### config.mk
export PLATFORM = sky130hd
export DESIGN_NAME = rm_bist_march_ctrl
export DESIGN_NICKNAME = d
export VERILOG_FILES = /design/src/rtl/rm_bist_march_ctrl.sv
export SDC_FILE = /design/constraint.sdc
export NUM_CORES = 1
export LEC_CHECK = 0
export CORE_MARGIN = 10
export CORE_UTILIZATION = 30
export DETAILED_ROUTE_END_ITERATION = 6
export GPL_ROUTABILITY_DRIVEN = 0
export GPL_TIMING_DRIVEN = 0
export PLACE_DENSITY_LB_ADDON = 0.1
export SYNTH_ARGS = -nofsm -noshare
export SYNTH_HDL_FRONTEND = slang
export SYNTH_SLANG_ARGS = --single-unit
### constraint.sdc
create_clock -name A_CLK -period 3.8 [get_ports A_CLK]
set_input_delay 0.38 -clock A_CLK [delete_from_list [all_inputs] [get_ports A_CLK]]
set_output_delay 0.38 -clock A_CLK [all_outputs]
set_load 0.01 [all_outputs]
### src/rtl/rm_bist_march_ctrl.sv
`timescale 1ns/1ps
`default_nettype none
// ============================================================================
// Module   : rm_bist_march_ctrl
// Purpose  : March C- BIST sequencer for a single-port SRAM macro with
//            registered BIST controls and first-fail/fail-count capture.
// Revision : 1.0  initial release
// ============================================================================
module rm_bist_march_ctrl #(
    parameter int P_ADDR_WIDTH = 10,
    parameter int P_DATA_WIDTH = 32
) (
    input  logic                    A_CLK,
    input  logic                    A_RST_N,
    input  logic                    START,
    output logic                    BUSY,
    output logic                    DONE,
    output logic                    FAIL,
    output logic [P_ADDR_WIDTH-1:0] FAIL_ADDR,
    output logic [7:0]              FAIL_CNT,
    output logic                    A_BIST_EN,
    output logic                    A_BIST_MEN,
    output logic                    A_BIST_WEN,
    output logic                    A_BIST_REN,
    output logic [P_ADDR_WIDTH-1:0] A_BIST_ADDR,
    output logic [P_DATA_WIDTH-1:0] A_BIST_DIN,
    output logic [P_DATA_WIDTH-1:0] A_BIST_BM,
    input  logic [P_DATA_WIDTH-1:0] A_DOUT
);

    typedef enum logic [3:0] {
        S_IDLE = 4'd0,
        S_M0   = 4'd1,
        S_M1   = 4'd2,
        S_M2   = 4'd3,
        S_M3   = 4'd4,
        S_M4   = 4'd5,
        S_M5   = 4'd6,
        S_CMP  = 4'd7,
        S_DONE = 4'd8
    } state_t;

    localparam logic [P_ADDR_WIDTH-1:0] c_ADDR_MAX  = {P_ADDR_WIDTH{1'b1}};
    localparam logic [P_ADDR_WIDTH-1:0] c_ADDR_ONE  = P_ADDR_WIDTH'(1);
    localparam logic [P_DATA_WIDTH-1:0] c_DATA_ONES = {P_DATA_WIDTH{1'b1}};

    state_t                  r_state;
    state_t                  w_state_nxt;
    state_t                  w_elem_nxt;
    logic [P_ADDR_WIDTH-1:0] r_addr;
    logic [P_ADDR_WIDTH-1:0] w_addr_nxt;
    logic [P_ADDR_WIDTH-1:0] w_step;
    logic                    r_phase;
    logic                    w_phase_nxt;
    logic                    w_up;
    logic                    w_last;
    logic                    w_single;
    logic                    w_start_ok;
    logic                    w_op_wr;
    logic                    w_op_rd;
    logic                    w_op_val;
    logic                    w_busy_nxt;
    logic                    w_mismatch;

    logic                    r_busy;
    logic                    r_done;
    logic                    r_en;
    logic                    r_men;
    logic                    r_wen;
    logic                    r_ren;
    logic [P_DATA_WIDTH-1:0] r_din;
    logic [P_DATA_WIDTH-1:0] r_bm;
    logic                    r_exp;
    logic                    r_chk_vld;
    logic                    r_chk_exp;
    logic [P_ADDR_WIDTH-1:0] r_chk_addr;
    logic                    r_fail;
    logic [P_ADDR_WIDTH-1:0] r_fail_addr;
    logic [7:0]              r_fail_cnt;

    assign w_up       = (r_state == S_M0) || (r_state == S_M1) || (r_state == S_M2);
    assign w_single   = (r_state == S_M0) || (r_state == S_M5);
    assign w_last     = w_up ? (r_addr == c_ADDR_MAX) : (r_addr == '0);
    assign w_step     = w_up ? (r_addr + c_ADDR_ONE) : (r_addr - c_ADDR_ONE);
    assign w_start_ok = START && ((r_state == S_IDLE) || (r_state == S_DONE));
    assign w_busy_nxt = (w_state_nxt != S_IDLE) && (w_state_nxt != S_DONE);
    assign w_mismatch = r_chk_vld && (A_DOUT != {P_DATA_WIDTH{r_chk_exp}});

    always_comb begin
        w_elem_nxt = S_CMP;
        case (r_state)
            S_M0:    w_elem_nxt = S_M1;
            S_M1:    w_elem_nxt = S_M2;
            S_M2:    w_elem_nxt = S_M3;
            S_M3:    w_elem_nxt = S_M4;
            S_M4:    w_elem_nxt = S_M5;
            default: w_elem_nxt = S_CMP;
        endcase
    end

    // r/w elements hold the address for the write phase; the last address of
    // an element hands over straight to the first address of the next one.
    always_comb begin
        w_state_nxt = r_state;
        w_addr_nxt  = r_addr;
        w_phase_nxt = 1'b0;
        case (r_state)
            S_IDLE, S_DONE: begin
                if (START) begin
                    w_state_nxt = S_M0;
                    w_addr_nxt  = '0;
                end
            end
            S_M0, S_M1, S_M2, S_M3, S_M4, S_M5: begin
                if (!w_single && !r_phase) begin
                    w_phase_nxt = 1'b1;
                end else if (!w_last) begin
                    w_addr_nxt = w_step;
                end else begin
                    w_state_nxt = w_elem_nxt;
                    w_addr_nxt  = ((r_state == S_M2) || (r_state == S_M3) || (r_state == S_M4))
                                  ? c_ADDR_MAX : '0;
                end
            end
            S_CMP:   w_state_nxt = S_DONE;
            default: w_state_nxt = S_IDLE;
        endcase
    end

    // Operation for the upcoming cycle; odd elements read 0, even read 1.
    always_comb begin
        w_op_wr  = 1'b0;
        w_op_rd  = 1'b0;
        w_op_val = 1'b0;
        case (w_state_nxt)
            S_M0: w_op_wr = 1'b1;
            S_M1, S_M2, S_M3, S_M4: begin
                w_op_wr  = w_phase_nxt;
                w_op_rd  = !w_phase_nxt;
                w_op_val = w_phase_nxt ^ ((w_state_nxt == S_M2) || (w_state_nxt == S_M4));
            end
            S_M5:    w_op_rd = 1'b1;
            default: ;
        endcase
    end

    always_ff @(posedge A_CLK or negedge A_RST_N) begin
        if (!A_RST_N) begin
            r_state <= S_IDLE;
            r_addr  <= '0;
            r_phase <= 1'b0;
        end else begin
            r_state <= w_state_nxt;
            r_addr  <= w_addr_nxt;
            r_phase <= w_phase_nxt;
        end
    end

    always_ff @(posedge A_CLK or negedge A_RST_N) begin
        if (!A_RST_N) begin
            r_busy      <= 1'b0;
            r_done      <= 1'b0;
            r_en        <= 1'b0;
            r_men       <= 1'b0;
            r_wen       <= 1'b0;
            r_ren       <= 1'b0;
            r_din       <= '0;
            r_bm        <= '0;
            r_exp       <= 1'b0;
            r_chk_vld   <= 1'b0;
            r_chk_exp   <= 1'b0;
            r_chk_addr  <= '0;
            r_fail      <= 1'b0;
            r_fail_addr <= '0;
            r_fail_cnt  <= 8'd0;
        end else begin
            r_busy     <= w_busy_nxt;
            r_done     <= (w_state_nxt == S_DONE);
            r_en       <= w_busy_nxt;
            r_men      <= w_op_wr || w_op_rd;
            r_wen      <= w_op_wr;
            r_ren      <= w_op_rd;
            r_din      <= (w_op_wr && w_op_val) ? c_DATA_ONES : '0;
            r_bm       <= w_op_wr ? c_DATA_ONES : '0;
            r_exp      <= w_op_val;
            // Read data arrives one cycle after the read is presented.
            r_chk_vld  <= r_ren;
            r_chk_exp  <= r_exp;
            r_chk_addr <= r_addr;
            if (w_start_ok) begin
                r_fail      <= 1'b0;
                r_fail_addr <= '0;
                r_fail_cnt  <= 8'd0;
            end else if (w_mismatch) begin
                r_fail <= 1'b1;
                if (!r_fail) begin
                    r_fail_addr <= r_chk_addr;
                end
                if (r_fail_cnt != 8'hFF) begin
                    r_fail_cnt <= r_fail_cnt + 8'd1;
                end
            end
        end
    end

    assign BUSY        = r_busy;
    assign DONE        = r_done;
    assign FAIL        = r_fail;
    assign FAIL_ADDR   = r_fail_addr;
    assign FAIL_CNT    = r_fail_cnt;
    assign A_BIST_EN   = r_en;
    assign A_BIST_MEN  = r_men;
    assign A_BIST_WEN  = r_wen;
    assign A_BIST_REN  = r_ren;
    assign A_BIST_ADDR = r_addr;
    assign A_BIST_DIN  = r_din;
    assign A_BIST_BM   = r_bm;

endmodule
`default_nettype wire

==> metrics.md <==
| Metric | Value |
|---|---|
| Clk_lat worst skew | 0.28 ns |
| Largest net degree at the start of global routing | 34 |
| Top achievable clock speed | between 300 and 400 MHz |
| Yosys Warn Count | 0 |
| DR vias | around 2,800 |
| Initial Util | between 30% and 40% |
| Routed vias/inst | roughly 4.5 |
| Primary FF master, synth | dfrtp_1 |
| Die X | 126.4 um |
| Min cycle time layout | just under 3 ns |
| Min-Delay Path Class | in2async |
| Status | completed |
| Unique masters post-synth | 52 |
| Drt total wl | ~9300 um |
| RSZ-0062 raised after global routing | no |
| Hold_buf cts | 0 |
| Fin Clk Skew | around 0.0039 ns |
| Crit end category | register |
| Mapped Avg Cell Area | just under 10 sq um |
| Crit-path max FO | 9 |
| Reg-to-Reg Start | r_state[3] |
| Vias in the first global route | about 2,700 |
| CTS Root Cell | clkbuf_16 |
| Post-synth ARST share | 100.0% |
| Nets@finish | 538 |
| Register area share after synthesis | about 40% |
| Period utilization | roughly 77% |
| Clock power share | between 40 and 50% |
| Slew Viols, Final | 0 |
| Diode count | 0 |
| Internal Dissipation | around 0.94 mW |
| Slew @ Worst Pin | 0.9237 ns |
| PD cells | 229.3 nW/um^2 |
| Combinational power share | roughly 6.4% |
| I/O Buffers | 133 |
| Synth top area share | between 30% and 40% |
| Cells resized by post-CTS repair | 0 |
| Number of flops mapped to enable cells by yosys | 0 |
| # Post-CTS Setup Buffers | 0 |
| Max clock buf depth | 2 |
| Antenna violations before repair | 0 |
| Pre-CTS setup slack | 0.9231 ns |
| Mapped Nets | slightly below 400 |
| Clock-pin slew on the worst setup and hold paths | roughly 0.07 ns |
| Sink Count | 53 |
| Leakage | about 2.2 nW |
| Met1 usage | about 14% |
| CP required | between 3 and 4 ns |
| Die ar. | roughly 16,000 sq um |
| I/O pin count | around 130 |
| Critical path startpoint | r_state[3] |
| Max Cap Viol | 0 |
| GR Util met3 | 3.207% |
| Synthesized instance count | ~350 |
| Num CTS Buffers | 5 |
| DRT iter0 DRCs | about 140 |
| Sw Pwr | about 0.22 mW |
| Top cells by area, synth | dfrtp_1, buf_4, mux2i_1 |
| Core Area | ~11,000 sq um |
| Synth area leader | dfrtp_1 |
| Share of layout cells above drive strength 1 | about a fifth |
| DP HPWL | between 7000 and 8000 um |
| Setup crit start kind | register |
| Die Height | about 130 um |
| Peak VDD IR | 0.0001862 V |
| Switching Fraction | roughly a fifth |
| Sequential power share | 49.1% |
| Post-route setup TNS | 0 ns |
| Reg2Reg Depth | 12 |
| Rows | 38 |
| Detailed-route wire length per cell | ~15 um |
| Final worst setup slack | around 0.9 ns |
| CP arrival | approximately 3.1 ns |
| M2 GR Usage | approximately a fifth |
| Total global-route track usage | 11.38% |
| GR Overflow Total | 0 |
| CTS tree | built |
| Kind of critical path | reg2reg |
| # DRC | 0 |
| Final Hold Fails | 0 |
| TritonRoute pass-1 iters | 4 |
| CTS H-tree lvls | 2 |
| Slew margin rel. | between 30% and 40% |
| Synth Register Bits | 53 |
| First-pass GRT wire length | around 15,000 um |
| Mapped Area | roughly 3400 sq um |
| Fin util | a little under half |
| Final setup fails | 0 |
| GRT busiest layer | met2 |
| DRT antenna net count | 0 |
| Area grow syn2layout | 49.91% |
==> routing by layer <==
layer	routed length, um	part of all wire, %	up-vias
met5	0	0	-
met4	91	0.98	0
li1	-	-	1438
met3	636	6.8	4
met1	4065	44	1305
met2	4496	48	86
==> state kept, by name (all words and copies together) (netlist names) <==
name and count:
A_BIST_DIN 1, DONE 1, r_chk_exp 1, FAIL_CNT 8
A_BIST_ADDR 10, A_BIST_BM 1, r_exp 1, r_chk_addr 10
FAIL 1, r_state 4, FAIL_ADDR 10, A_BIST_REN 1
A_BIST_EN 1, A_BIST_MEN 1, r_chk_vld 1, r_phase 1
==> metrics by stage <==
stage | power (mW) | instance area, sq um | cells | hold WS (ns)
final | 1.167 | 5089 | 634 | 0.09606
after global routing | 1.211 | 5089 | 634 | 0.1481
after CTS | 1.179 | 5089 | 634 | 0.1199
after detailed placement | 0.6596 | 4916 | 626 | 0.3373
after floorplan | 0.5942 | 3395 | 352 | 0.08441
after global placement | 0.6565 | 4901 | 625 | 0.3386
==> final timing paths <==
| path | to | slack (ns) |
|---|---|---|
| max | A_BIST_ADDR[8] | 0.89 |
| min | FAIL_CNT[5] | 0.1 |
| max reg2reg | A_BIST_ADDR[8] | 0.89 |
| min reg2reg | r_chk_exp | 0.35 |
| max in group asynchronous | FAIL_ADDR[4] | 3.15 |
| min in group A_CLK | r_chk_exp | 0.35 |
==> cells by family after synthesis <==
group	after synthesis	synth area share [%]
xor gates and xnor gates	17	4.387
buffers and inverters	99	19.20
DFF	53	39.07
and+or+nand+nor	104	15.48
muxes	23	6.856
adders and majority gates	10	3.907
AOI/OAI and AO/OA	46	11.09
==> layout make-up <==
cell class | count | area [sq um]
Multi-Input combinational cell | 200 | 1416
Fill cell | 1071 | 5847
Timing Repair Buffer | 134 | 1346
Buffer | 76 | 565.5
Tap cell | 140 | 175.2
Sequential cell | 53 | 1326
Clock buffer | 7 | 142.6
Inverter | 23 | 86.33
Clock inverter | 1 | 30.03
==> worst max-delay path, cell delays in order (launching register included) <==
cell and delay [ns]:
dfrtp_1 0.37, buf_6 0.14, nor2_2 0.11, o21a_4 0.16
inv_1 0.18, fa_1 0.46, a21o_1 0.17, a21oi_1 0.22
o21ai_0 0.16, o41ai_1 0.41, xnor2_1 0.12, o211ai_1 0.18
mux2i_1 0.10
==> layout by cell type (no fill, tap or decap), types with 2 or more instances in the layout <==
master / instances
and3_1: 2
a21oi_1: 8
nand2b_1: 2
clkbuf_16: 5
a21o_1: 3
o21ai_1: 3
clkdlybuf4s50_1: 132
nand2_1: 19
or4_1: 4
mux2i_1: 21
buf_12: 2
nor4_2: 2
ha_1: 9
mux2_2: 2
nor4_1: 8
nand3_1: 13
nor3_1: 10
xnor2_1: 15
inv_1: 23
or3_1: 6
nand4_1: 5
buf_6: 2
clkbuf_1: 6
o22ai_1: 2
buf_4: 66
nor2_1: 29
o21ai_0: 3
o211ai_1: 10
buf_2: 2
dfrtp_1: 53
xor2_1: 2
==> power groups by stage <==
stage	clock [mW]	combinational (mW)	sequential, mW
after floorplan	0	0.00855	0.586
after global placement	0	0.0733	0.583
after detailed placement	0	0.0763	0.583
after CTS	0.530	0.0765	0.573
after global routing	0.557	0.0817	0.573
final	0.520	0.0745	0.572
==> cells in the mapped netlist (3+ instances only) <==
cell type and number:
o211ai_1 10, ha_1 9, o21ai_1 3, xnor2_1 15, or3_1 6, inv_1 23
a21oi_1 8, nand3_1 13, nand4_1 5, a21o_1 3, nor2_1 29, o21ai_0 3
buf_4 66, dfrtp_1 53, nor4_1 8, or4_1 4, nand2_1 19, clkbuf_1 5
nor3_1 10, mux2i_1 21
Note: power is estimated with default switching activity, not from simulation.
